## config.mk

```make
export PLATFORM = sky130hd
export DESIGN_NAME = axi_rd_arbiter
export DESIGN_NICKNAME = d
export VERILOG_FILES = /design/src/rtl/axi_rd_arbiter.sv
export SDC_FILE = /design/constraint.sdc
export NUM_CORES = 1
export LEC_CHECK = 0
export BUFFER_PORTS_ARGS = -buffer_cell sky130_fd_sc_hd__buf_4
export CORE_AREA = 4 4 227 229
export DETAILED_ROUTE_END_ITERATION = 8
export DIE_AREA = 0 0 231 233
export HOLD_SLACK_MARGIN = 0.05
export PLACE_DENSITY = 0.43
export SLEW_MARGIN = 10
export SYNTH_ARGS = -nofsm -noshare
export SYNTH_HDL_FRONTEND = slang
export SYNTH_SLANG_ARGS = --single-unit
```

## constraint.sdc

```tcl
create_clock -name clk -period 3.1 [get_ports clk]
set_input_delay 0.31 -clock clk [delete_from_list [all_inputs] [get_ports clk]]
set_output_delay 0.31 -clock clk [all_outputs]
set_load 0.01 [all_outputs]
```

## src/rtl/axi_rd_arbiter.sv

```systemverilog
// axi_rd_arbiter: round-robin burst scheduler sharing one AXI4 read master between two line-buffer FIFOs.
// Define AXI_RD_ARB_TIMEOUT_EN to add a sticky rd_timeout watchdog for bursts that never complete.
module axi_rd_arbiter #(
    parameter int          AXI_WIDTH      = 256,
    parameter logic [7:0]  BURST_LEN      = 8'd31,
    parameter int          FIFO_DEPTH     = 512,
    parameter logic [28:0] CH0_BASE       = 29'h000_0000,
    parameter logic [28:0] CH1_BASE       = 29'h080_0000,
    parameter logic [28:0] FRAME_BYTES    = 29'h1C_2000,
    parameter logic [15:0] TIMEOUT_CYCLES = 16'hFFFF
) (
    input  logic                 clk,
    input  logic                 rst_n,
    input  logic                 ch0_en,
    input  logic                 ch1_en,
    input  logic                 ch0_frame_rst,
    input  logic                 ch1_frame_rst,
    input  logic [9:0]           ch0_fifo_cnt,
    input  logic [9:0]           ch1_fifo_cnt,
    output logic                 ch0_wr_en,
    output logic                 ch1_wr_en,
    output logic [AXI_WIDTH-1:0] ch_wr_data,
`ifdef AXI_RD_ARB_TIMEOUT_EN
    output logic                 rd_timeout,
`endif
    output logic                 rd_start,
    output logic [28:0]          rd_addr,
    output logic [7:0]           rd_len,
    input  logic                 rd_ready,
    input  logic                 rd_done,
    input  logic [AXI_WIDTH-1:0] rd_data,
    input  logic                 r_handshake
);
    localparam logic [28:0] BURST_BYTES = 29'((32'(BURST_LEN) + 1) * AXI_WIDTH / 8);
    localparam logic [28:0] END0 = CH0_BASE + FRAME_BYTES;
    localparam logic [28:0] END1 = CH1_BASE + FRAME_BYTES;
    localparam logic [10:0] DEPTH = 11'(FIFO_DEPTH);

    typedef enum logic [1:0] {IDLE, START, BUSY} state_t;

    state_t      state;
    logic        grant, ptr, pend0, pend1;
    logic [28:0] addr0, addr1;

    logic req0, req1, pick, fly0, fly1;
    logic [28:0] sum0, sum1, nxt0, nxt1, la0, la1;

    assign req0 = ch0_en && (11'(ch0_fifo_cnt) + 11'(BURST_LEN) + 11'd1 <= DEPTH);
    assign req1 = ch1_en && (11'(ch1_fifo_cnt) + 11'(BURST_LEN) + 11'd1 <= DEPTH);
    assign pick = req1 && (!req0 || ptr);
    assign fly0 = state != IDLE && !grant;
    assign fly1 = state != IDLE && grant;
    assign sum0 = addr0 + BURST_BYTES;
    assign sum1 = addr1 + BURST_BYTES;
    // A restart requested during or at the end of a burst replaces the increment.
    assign nxt0 = (pend0 || ch0_frame_rst || sum0 == END0) ? CH0_BASE : sum0;
    assign nxt1 = (pend1 || ch1_frame_rst || sum1 == END1) ? CH1_BASE : sum1;
    assign la0  = ch0_frame_rst ? CH0_BASE : addr0;
    assign la1  = ch1_frame_rst ? CH1_BASE : addr1;

    assign rd_len     = BURST_LEN;
    assign ch_wr_data = rd_data;
    assign ch0_wr_en  = r_handshake && state == BUSY && !grant;
    assign ch1_wr_en  = r_handshake && state == BUSY && grant;

    always_ff @(posedge clk or negedge rst_n) begin
        if (!rst_n) begin
            state    <= IDLE;
            grant    <= 1'b0;
            ptr      <= 1'b0;
            pend0    <= 1'b0;
            pend1    <= 1'b0;
            addr0    <= CH0_BASE;
            addr1    <= CH1_BASE;
            rd_start <= 1'b0;
            rd_addr  <= '0;
        end else begin
            if (ch0_frame_rst) begin
                if (fly0) pend0 <= 1'b1;
                else addr0 <= CH0_BASE;
            end
            if (ch1_frame_rst) begin
                if (fly1) pend1 <= 1'b1;
                else addr1 <= CH1_BASE;
            end
            case (state)
                IDLE: if (rd_ready && (req0 || req1)) begin
                    grant    <= pick;
                    rd_addr  <= pick ? la1 : la0;
                    rd_start <= 1'b1;
                    state    <= START;
                end
                START: begin
                    rd_start <= 1'b0;
                    state    <= BUSY;
                end
                BUSY: if (rd_done) begin
                    if (grant) begin
                        addr1 <= nxt1;
                        pend1 <= 1'b0;
                    end else begin
                        addr0 <= nxt0;
                        pend0 <= 1'b0;
                    end
                    ptr   <= ~ptr;
                    state <= IDLE;
                end
                default: state <= IDLE;
            endcase
        end
    end

`ifdef AXI_RD_ARB_TIMEOUT_EN
    logic [15:0] tcnt;

    // The burst cannot be aborted, so the watchdog only flags; the FSM keeps waiting.
    always_ff @(posedge clk or negedge rst_n) begin
        if (!rst_n) begin
            tcnt       <= '0;
            rd_timeout <= 1'b0;
        end else if (state == START) begin
            tcnt <= '0;
        end else if (state == BUSY && !rd_done) begin
            if (tcnt != TIMEOUT_CYCLES) tcnt <= tcnt + 16'd1;
            if (tcnt == TIMEOUT_CYCLES - 16'd1) rd_timeout <= 1'b1;
        end
    end
`else
    logic unused_timeout_cfg;
    assign unused_timeout_cfg = ^TIMEOUT_CYCLES;
`endif
endmodule

```

[After elaboration in Yosys (flattened, before gate mapping)]
Cells that the tools add are included.
Storage, ports and cells
  bits in registers: 94
  bits of input ports: 285
Operators by class
  magnitude comparators: 2
  bitwise operators: 1
  reductions and logical operators: 24
  equality and inequality tests: 6
  multiplexer cells: 30
  add/sub/neg operators: 6
Operators with widths (number)
  two-way mux 29 bit: 15
  adder 29 x 11 -> 29 bit, second input constant: 2
  == test 29 x 21 -> 1 bit, second input constant: 1
  == test 29 x 24 -> 1 bit, second input constant: 1
  adder 10 x 5 -> 11 bit, second input constant: 2
  adder 11 x 1 -> 11 bit, second input constant: 2
  <= comparator 11 x 10 -> 1 bit, second input constant: 2
  two-way mux 1 bit: 11
  logical AND 1 bit: 9
  AND reduction 2 bit: 4
  logical OR 1 bit: 6
  case mux 2 bit (3 select lines): 1
  two-way mux 2 bit: 2
  inequality test 2 bit, second input constant: 2
  nonzero test 2 bit: 2
  == test 2 x 1 -> 1 bit, second input constant: 1
  == test 2 bit, second input constant: 1
  logical NOT 1 bit: 2
  logical NOT 2 bit: 1
  case mux 1 bit (2 select lines): 1
  inverter 1 bit: 1

[Longest topological paths before layout]
  word-level depth: 8
  gate-level depth with buffers: 11
  gate-level depth less buffers: 8

[Least setup slack after synthesis]
No wires, ideal clock.
  path kind: reg-to-reg
  from: register addr1[10]
  to: register addr1[10]
  arrival time: 2500 ps
  library setup time: 125 ps
  buffers on the path: 2
  data required time: 2975 ps
  period minus slack after synthesis: 2625 ps
  path slack: 475 ps
  cell stages (with the launch flop): 11
  cell sequence: dfrtp_1 > ha_1 > and2_1 > buf_4 > or3_1 > a21boi_1 > o221ai_1 > or4_1 > buf_2 > and2_4 > mux2_2
Between the ends
  word-level cells in the longest chain between the ends: 7
  elaborated cells between the ends (all ways): 9
Ends and longest elaborated chain
  start: declaration: line 43  | logic [28:0] addr0, addr1;
  start signal: assignment: line 99  | addr1 <= nxt1;
  adder 29 x 11 -> 29 bit: line 54  | assign sum1 = addr1 + BURST_BYTES;
  == test 29 x 24 -> 1 bit: line 57  | assign nxt1 = (pend1 || ch1_frame_rst || sum1 == END1) ? CH1_BASE : sum1;
  logical OR 1 bit: line 57
  two-way mux 29 bit: line 57
  two-way mux 29 bit: line 98  | if (grant) begin
  two-way mux 29 bit: line 97  | BUSY: if (rd_done) begin
  two-way mux 29 bit (*): line 86  | case (state)
Every way passes the cells marked *; elsewhere a longest branch is shown, timed or not.
A chain may end at the register's enable or synchronous reset.

[Worst setup path in the final report]
  from: register addr1[11]
  to: register addr1[6]
Between the ends
  word-level cells in the longest chain between the ends: 7
Ends and longest elaborated chain (line)
  adder 29 x 11 -> 29 bit: 54
  == test 29 x 24 -> 1 bit: 57
  logical OR 1 bit: 57
  two-way mux 29 bit: 57
  two-way mux 29 bit: 98
  two-way mux 29 bit: 97
  two-way mux 29 bit: 86
No other way between the ends.

==> run metrics <==
outcome=complete, no violations; layout cells sized above 1=~20%; WP data required=approximately 3400 ps; Startpoint Class=register; maximum vdd drop=around 0.21 mV; NumNets Final=930; I/O pins=581; Critical R2R Launch=addr1[11]; worst-margin pin slew=812 ps; met1 Track Usage GR=under 10%; clock latency on the worst-skew pair=350 ps; RePlAce Congestion=about 0.76; f_max=between 0.3 and 0.4 GHz; area grow syn2layout=-3.87%; Post-CTS Setup Bufs=0; RSZ-0062 raised after global routing=false; row count=82; final wirelength=approximately 22 mm; Detail Route Antenna Nets=0; final worst path period share=between 90% and 100%; Critical Path Fanout Max=10; GR Util All Layers=7.86%; final setup fails=0; CTS Buffer Depth=2; Leak Pwr=2.97 nW; die area=between 50000 and 60000 sq um; Initial Util=around 14%; Wirelength per Cell=~17 um; Max-Cap Viols=0; Die Span Y=233 um; CP delay by family, top=simple AND/OR/NAND/NOR gates; top cell type's share of synthesized area=32.4%; CTS H-Tree Depth=3; CP dominant cell by count=and2_1; Core Box Area=slightly below 50000 sq um; setup_tns=0 ps; initial antenna violation count=1; largest net degree at the start of global routing=just under 60; Post-CTS Resized=0; First-pass DRT Iterations=7; # clock sinks=94; Slew Limit Fails=0; largest area contributor in the netlist=dfrtp_1; Bufs and invs on worst path=0; Cells after Synth=approximately 840; CP arrival=between 3000 and 4000 ps; Worst setup startpoint=addr1[11]; CP Class=register to register; TritonCTS clock tree=done; Mean Syn Cell Area=8.58 sq um; crit end category=register; synth top area cells=dfrtp_1 (32%), buf_4 (28%), nand2_1 (3.1%); Fillers=about 5.7k; diode count=0; vias per cell=approximately 3.8; synthesized flop and latch total=94; Main synth FF type=dfrtp_1; Iter 0 DRT Violations=approximately 430; hold buffer count at cts=0; total global routing overflow=0; min setup slack post-route=between 200 and 250 ps; Hold Crit Class=input port to asynchronous set/reset pin; Max stage delay cell, worst path=or4_1; Async S/R FF share, synth=100%; dpl hpwl=16.6 mm; first-pass GRT wire length=about 33 mm; IO buf count=60; clock-pin slew on the worst setup and hold paths=about 80 ps; GR Util met2=between 10% and 20%; CTS Root Cell=clkbuf_16; Clock Skew=11.0 ps; Crit path largest cell delay=about 690 ps; vias in the first global route=between 5k and 6k; gr busiest metal=met2; final hold vios=0; number of flops mapped to enable cells by yosys=0; total CTS buffers=9; register area share after synthesis=32.8%; DRC violations left=0; Max-slew headroom=~46%; Place WS=around 210 ps; worst-path cell chain=ha_1 > and2_1 > nand4_1 > a2111oi_2 > o22ai_1 > or4_1 > a21o_1 > and2_1; met3 usage=around 3.6%; Tmin final=about 2900 ps; total number of vias=5037; DIE WIDTH=231 um; mapped cell area=just over 7000 sq um; Ys Warns=0; Cell Pwr Density=approximately 400 nW/um^2; Yosys cell types=about 70
## final cells by class
| class | count | area, sq um | share of cell area (%) |
|---|---|---|---|
| clock buffer | 9 | 225 | 3.26 |
| timing repair buffer | 98 | 748 | 10.8 |
| clock inverter | 7 | 75.1 | 1.09 |
| multi-input combinational | 404 | 2540 | 36.8 |
| tap | 672 | 841 | 12.2 |
| inverter | 32 | 120 | 1.74 |
| sequential | 94 | 2350 | 34.1 |
## layer usage
layer | vias to the layer above | wire length, um
met4 | 2 | 797
met1 | 2458 | 8830
li1 | 2252 | -
met5 | - | 13
met2 | 243 | 9940
met3 | 82 | 2380
## where the power goes
| group | switching [W] | leakage [nW] | internal, W |
|---|---|---|---|
| sequential | 0.0000360 | 1.30 | 0.00126 |
| combinational | 0.000211 | 1.52 | 0.000119 |
| clock | 0.000570 | 0.145 | 0.000574 |
## placed cells by master (no fill, tap or decap), types with 4 or more instances in the layout
cell	count
inv_1	32
o211ai_1	4
a21oi_1	21
o21ai_0	38
o2111ai_1	4
a31oi_1	17
ha_1	6
nand4_1	19
a22oi_1	8
a222oi_1	20
nor4_1	8
clkbuf_16	9
nand3_1	36
nand2_1	60
nor4b_1	5
nor3_1	11
nor2_1	23
and2_1	23
dfrtp_1	93
and3_1	13
or3_1	11
conb_1	8
buf_4	97
xnor2_1	4
or4_1	5
## cells by family after synthesis
group	count (synthesis)	share of synthesized area (%)
buf+inv	345	32.3
simple gates	232	17.7
compound gates	146	14.4
flops	94	32.8
xor+xnor	7	0.854
fa+ha+maj	6	1.05
mux	5	0.749
other cells	2	0.105
## stage by stage
stage | utilization, % | hold slack (ps) | power, W | instances | area [sq um]
6_report | 13.9 | 28.2 | 0.00277 | 1316 | 6900
5_1_grt | 13.9 | 100 | 0.00289 | 1316 | 6900
4_1_cts | 13.9 | 83.6 | 0.00280 | 1316 | 6900
3_5_place_dp | 13.3 | 467 | 0.00165 | 1300 | 6600
3_3_place_gp | 13.3 | 457 | 0.00165 | 1300 | 6600
2_1_floorplan | - | 14.4 | 0.00182 | 843 | 7200
## flip-flops by register name, indices dropped and copies added, names as in the netlist
signal    count
rd_start      1
pend0         1
state         2
addr1        29
rd_addr      29
pend1         1
grant         1
ptr           1
addr0        29
## cell usage after synthesis (3+ instances only)
cell and count:
a22oi_1 8, a21o_1 3, or4_1 5, a31oi_1 17
xor2_1 3, clkbuf_2 3, nand3_1 36, nor4_1 9
and3_1 13, buf_4 266, nor2_1 23, o211ai_1 4
a21oi_1 21, inv_1 32, a22o_1 3, ha_1 6
nor2b_1 3, mux2_2 3, nand2_1 60, nor3_1 11
buf_2 14, o2111ai_1 4, nor4b_1 5, clkbuf_1 27
a222oi_1 20, and2_1 23, dfrtp_1 93, and4_1 3
nand4_1 19, or3_1 11, xnor2_1 4, o21ai_0 38
o41ai_1 3
## worst register-to-register path, delay by kind of cell, from the launching register on
family / cells / cell delay (ps)
simple gates: 4 / 1250
flops: 1 / 460
compound gates: 3 / 770
fa+ha+maj: 1 / 300
## path summary, 6_finish.rpt
path	slack [ps]	cells past startpoint	to
setup reg to reg	210	8	addr1[6]
hold / removal	30	1	addr1[16]
setup / recovery	210	8	addr1[6]
max in group asynchronous	2210	2	addr1[7]
hold reg to reg	480	2	rd_addr[11]
min in group clk	190	2	state[1]
Note: power is estimated with default switching activity, not from simulation.
